===== src/rtl/uart_defs_pkg.sv =====
// uart_defs: shared UART state encoding and default parameters for the transmit and receive sides
package uart_defs;
    localparam int OVERSAMPLE  = 16;
    localparam int DBIT_DEF    = 8;
    localparam int SB_TICK_DEF = 16;
    localparam int DVSR_DEF    = 27;
    typedef enum logic [2:0] {
        IDLE   = 3'd0,
        START  = 3'd1,
        DATA   = 3'd2,
        PARITY = 3'd3,
        STOP   = 3'd4
    } state_t;
endpackage


===== src/rtl/uart_baud_gen.sv =====
// uart_baud_gen: mod-DVSR counter producing a one-clk oversampling tick, held at zero by clr
module uart_baud_gen #(
    parameter int DVSR = 27
) (
    input  logic clk,
    input  logic reset,
    input  logic clr,
    output logic tick
);
    localparam int W = $clog2(DVSR);
    logic [W-1:0] cnt;
    assign tick = cnt == W'(DVSR - 1);
    // count clk cycles, restarting on each tick or while cleared
    always_ff @(posedge clk or posedge reset) begin
        if (reset) cnt <= '0;
        else if (clr || tick) cnt <= '0;
        else cnt <= cnt + W'(1);
    end
endmodule


===== src/rtl/uart_tx_fifo_drain.sv =====
// uart_tx_fifo_drain: pops FIFO words while idle and sends them as UART frames; UART_TX_PARITY_EN adds an even parity bit
module uart_tx_fifo_drain
    import uart_defs::*;
#(
    parameter int DBIT    = DBIT_DEF,
    parameter int SB_TICK = SB_TICK_DEF,
    parameter int DVSR    = DVSR_DEF
) (
    input  logic            clk,
    input  logic            reset,
    input  logic            fifo_empty,
    input  logic [DBIT-1:0] fifo_dout,
    output logic            fifo_rd,
    output logic            tx,
    output logic            tx_busy,
    output logic            tx_done_tick
);
    // the tick counter widens beyond 4 bits only for stop bits longer than one bit time
    localparam int SW = (SB_TICK > OVERSAMPLE) ? $clog2(SB_TICK) : 4;
    localparam int NW = (DBIT > 1) ? $clog2(DBIT) : 1;
    localparam logic [SW-1:0] BIT_END  = SW'(OVERSAMPLE - 1);
    localparam logic [SW-1:0] STOP_END = SW'(SB_TICK - 1);
    state_t state, state_n;
    logic [SW-1:0] s, s_n;
    logic [NW-1:0] n, n_n;
    logic [DBIT-1:0] b, b_n;
    logic tx_n, tick, idle, par_bit;
    assign idle    = state == IDLE;
    assign tx_busy = ~idle;
    uart_baud_gen #(.DVSR(DVSR)) u_baud (
        .clk  (clk),
        .reset(reset),
        .clr  (idle),
        .tick (tick)
    );
`ifdef UART_TX_PARITY_EN
    logic p;
    assign par_bit = p;
    // parity is taken from the word as it is popped, so later shifting cannot disturb it
    always_ff @(posedge clk or posedge reset) begin
        if (reset) p <= 1'b0;
        else if (fifo_rd) p <= ^fifo_dout;
    end
`else
    assign par_bit = 1'b1;
`endif
    // frame state, counters, shift register and the registered line
    always_ff @(posedge clk or posedge reset) begin
        if (reset) begin
            state <= IDLE;
            s     <= '0;
            n     <= '0;
            b     <= '0;
            tx    <= 1'b1;
        end else begin
            state <= state_n;
            s     <= s_n;
            n     <= n_n;
            b     <= b_n;
            tx    <= tx_n;
        end
    end
    // next-state logic; tx is derived from the next state so the line changes with the state
    always_comb begin
        state_n      = state;
        s_n          = s;
        n_n          = n;
        b_n          = b;
        fifo_rd      = 1'b0;
        tx_done_tick = 1'b0;
        case (state)
            IDLE: begin
                fifo_rd = ~fifo_empty & ~reset;
                if (!fifo_empty) begin
                    state_n = START;
                    b_n     = fifo_dout;
                    s_n     = '0;
                end
            end
            START: if (tick) begin
                s_n = (s == BIT_END) ? '0 : s + SW'(1);
                if (s == BIT_END) begin
                    state_n = DATA;
                    n_n     = '0;
                end
            end
            DATA: if (tick) begin
                s_n = (s == BIT_END) ? '0 : s + SW'(1);
                if (s == BIT_END) begin
                    b_n = b >> 1;
                    n_n = n + NW'(1);
`ifdef UART_TX_PARITY_EN
                    if (n == NW'(DBIT - 1)) state_n = PARITY;
`else
                    if (n == NW'(DBIT - 1)) state_n = STOP;
`endif
                end
            end
            PARITY: if (tick) begin
                s_n = (s == BIT_END) ? '0 : s + SW'(1);
                if (s == BIT_END) state_n = STOP;
            end
            STOP: if (tick) begin
                s_n = (s == STOP_END) ? '0 : s + SW'(1);
                if (s == STOP_END) begin
                    state_n      = IDLE;
                    tx_done_tick = 1'b1;
                end
            end
            default: state_n = IDLE;
        endcase
        tx_n = (state_n == START)  ? 1'b0 :
               (state_n == DATA)   ? b_n[0] :
               (state_n == PARITY) ? par_bit : 1'b1;
    end
endmodule


===== config.mk =====
export PLATFORM = sky130hd
export DESIGN_NAME = uart_tx_fifo_drain
export DESIGN_NICKNAME = d
export VERILOG_FILES = /design/src/rtl/uart_defs_pkg.sv /design/src/rtl/uart_baud_gen.sv /design/src/rtl/uart_tx_fifo_drain.sv
export SDC_FILE = /design/constraint.sdc
export NUM_CORES = 1
export LEC_CHECK = 0
export CAP_MARGIN = 20
export CORE_UTILIZATION = 57
export CTS_BUF_LIST = sky130_fd_sc_hd__clkbuf_8
export CTS_CLUSTER_SIZE = 20
export DETAILED_ROUTE_END_ITERATION = 16
export GPL_TIMING_DRIVEN = 0
export HOLD_SLACK_MARGIN = 0.05
export PLACE_DENSITY = 0.82
export REMOVE_ABC_BUFFERS = 1
export SLEW_MARGIN = 20
export SYNTH_ARGS = -nofsm -noshare
export SYNTH_HDL_FRONTEND = slang
export SYNTH_SLANG_ARGS = --single-unit

===== constraint.sdc =====
create_clock -name clk -period 2.15 [get_ports clk]
set_clock_uncertainty 0.05 [all_clocks]
set_input_delay 0.3225 -clock clk [delete_from_list [all_inputs] [get_ports clk]]
set_output_delay 0.3225 -clock clk [all_outputs]
set_load 0.02 [all_outputs]

==> reports/qor.yml <==
power:
  fin_total_pwr_w: 0.000803
  comb_power_share: 0.051
  powerDensity_mw_per_mm2: 521
  pwr-share-clk: 0.371
  switching_share: 0.199
  seqPwrFrac: 0.578
  internal-power_w: 0.000644
  netSwitchingPower_w: 0.000160
  leakagePower_nw: 0.646
  ir_drop_mv: 0.485
critical_path:
  arrival_ps: 1710
  crit_type: "flop to primary output"
  crit_fanout: 12
  rr_startpoint: "u_baud.cnt[0]"
  end_kind: "primary output"
  startpoint: "state[0]"
  worstSetupStartpointType: "flop"
  required_ps: 1780
detailed_routing:
  vias: 1086
  drt_iter0_drc: 40
  firstDrtPassIters: 4
  viasPerCell: 6.21
  ant_nets: 0
  drc: 0
  drt_wl_total_um: 2600
  post_drt_wl_per_cell_um: 14.9
cts:
  cts_max_level: 1
  cts.clk_slew.worst_paths_ps: 80
  clk_latency_ps: 260
  holdBufCountCts: 0
  cts_buffers: 3
  cts_buffer_depth: 2
  tritoncts: "yes"
  cts_num_sinks: 24
  root_buffer: "clkbuf_8"
global_routing:
  overflow: 0
  antenna_found_initial: 0
  grt_first_pass_wirelength_um: 4440
  grt.busiest_layer: "met2"
  grt_pass1_vias: 1007
  grt_usage: 0.234
  grt_use_met1: 0.323
  use_met3: 0.0370
  use_met2: 0.385
  grt_max_degree: 25
synth:
  synth_top_cell_by_area: "dfrtp_1"
  synth_area_leaders: "dfrtp_1 44%, ha_1 4.8%, a22oi_1 4.0%, o21ai_0 3.8%, inv_1 3.7%"
  ys_seq_area_frac: 0.462
  synth-seq-cells: 24
  synth_top_area_frac: 0.441
  ys_warn_count: 0
  synthCells: 129
  yosysUniqueCellTypes: 44
  synth_ff_type: "dfrtp_1"
  synth_edf_count: 0
  synth_area_per_cell_um2: 10.1
  netlist_area_mm2: 0.00130
  synth_async_sr_flop_share: 1.00
placement:
  placed_cell_area_mm2: 0.00146
  io_buffers: 14
  globalplace.congestion: 0.822
  dpl.hpwl_um: 1810
min_path:
  worstHoldStart: "u_baud.cnt[0]"
  hold_class: "flop to flop"
floorplanning:
  io_pins: 15
  die_h_um: 49.8
  start_util: 0.632
  fp.dieW_um: 49.8
  core_region_area_mm2: 0.00206
  rows: 16
  die_area_mm2: 0.00248
cells_and_area:
  drive_above_1_share: 0.128
  n_antenna_cell: 0
  nFillCells: 139
  multi_input_area_um2: 637
  fin_nets: 165
  final_area_mm2: 0.00154
  area_growth_pct: 18.2
  seq_area_um2: 604
sta:
  period_minus_slack_ps: 2080
  tightest_slew_ps: 879
  fin_crit_sh: 0.966
  rsz0062_at_grt: "no"
  report.final.slew_viol_count: 0
  setup_viol: 0
  fmax_ghz: 0.481
  hold_viol_final: 0
  relSlewSlack: 0.413
outcome:
  outcome: "complete, no violations"
run:
  cap_violations: 0
## metal layers
metal | up-vias | share of wire | wire, um
met5 | - | 0 | 0
met4 | 0 | 0.0092 | 24
met3 | 5 | 0.061 | 159
met2 | 51 | 0.49 | 1280
met1 | 520 | 0.44 | 1140
li1 | 510 | - | -
## Yosys cell counts (2+ instances only)
master     instances
inv_1             13
ha_1               5
a21oi_1            4
nand3_1            5
nor2_1            12
a22o_1             2
or2_1              2
xor2_1             2
nand2_1            6
o21ai_0           10
nor3_1             6
dfrtp_1           23
o2bb2ai_1          2
a22oi_1            7
## cell type report
cell class	instances	share of cell area
well taps	27	0.0219
inverters	13	0.0317
repair buffers	18	0.106
multi-input cells	89	0.413
flip-flops and latches	24	0.392
clock buffers	4	0.0357
## cell usage in the layout (no fill, tap or decap), drive strengths merged, types with 2 or more instances in the layout
master,Yosys,final
o2bb2ai,2,2
ha,5,5
xor2,2,2
nand3,5,5
dlygate4sd2,0,2
dfrtp,23,23
clkdlybuf4s50,0,11
a22oi,7,7
or2,2,2
buf,2,4
a22o,2,2
o21ai,10,10
mux2,2,2
clkbuf,1,5
nor4,2,2
nor2,12,12
inv,13,13
a21oi,4,4
nand2,6,6
nor3,7,7
## stage by stage
step / util / setup TNS (ps) / cells / hold slack (ps) / worst slack (ps)
floorplan: - / 0 / 126 / 286 / 354
global placement: 0.707 / -84.2 / 167 / 423 / -84.2
detailed placement: 0.707 / -81.7 / 167 / 425 / -81.7
CTS: 0.734 / 0 / 171 / 437 / 13.9
global route: 0.748 / 0 / 175 / 450 / 10.1
finish: 0.748 / 0 / 175 / 433 / 72.3
## worst max-delay path: stages (launching register included)
cell and delay (ps):
dfrtp_2 500, or2_1 330, nor2_2 180, inv_1 100, dlygate4sd2_1 330
## registers in the layout, summed over array words and instances, names as in the netlist
name / flops
b: 8
n: 3
s: 4
state: 3
tx: 1
u_baud.cnt: 5
## repair_timing
item | 4_1_cts | 5_1_grt
setup endpoints to repair | 3 | 2
buffers inserted | 0 | 4
resized for setup | 7 | 2
## final timing paths
| kind | endpoint | slack, ps | cells past startpoint |
|---|---|---|---|
| worst max-delay path | tx_busy | 70 | 4 |
| worst min-delay path | u_baud.cnt[0] | 430 | 1 |
| worst max register to register | tx | 190 | 6 |
| worst min register to register | u_baud.cnt[0] | 430 | 1 |
| max in group asynchronous | state[2] | 930 | 2 |
| min in group asynchronous | b[1] | 530 | 2 |
## kinds of logic (layout without fill, tap and decap cells)
group | after synthesis | in the layout | share of synthesized area
buffers and inverters | 16 | 35 | 0.0528
multiplexers | 3 | 3 | 0.0250
adder cells (fa/ha/maj) | 5 | 5 | 0.0480
AND/OR/NAND/NOR | 42 | 42 | 0.202
XOR/XNOR | 3 | 3 | 0.0202
AO/OA/AOI/OAI | 36 | 36 | 0.191
flip-flops | 24 | 24 | 0.462
## power by group through the flow
stage | Clock, W | Sequential, W | Combinational, W
6_report | 0.000298 | 0.000464 | 0.0000411
5_1_grt | 0.000323 | 0.000465 | 0.0000464
4_1_cts | 0.000306 | 0.000464 | 0.0000419
3_5_place_dp | 0 | 0.000473 | 0.0000416
3_3_place_gp | 0 | 0.000472 | 0.0000405
2_1_floorplan | 0 | 0.000471 | 0.0000173
No activity file was read; power rests on OpenSTA's default activity.
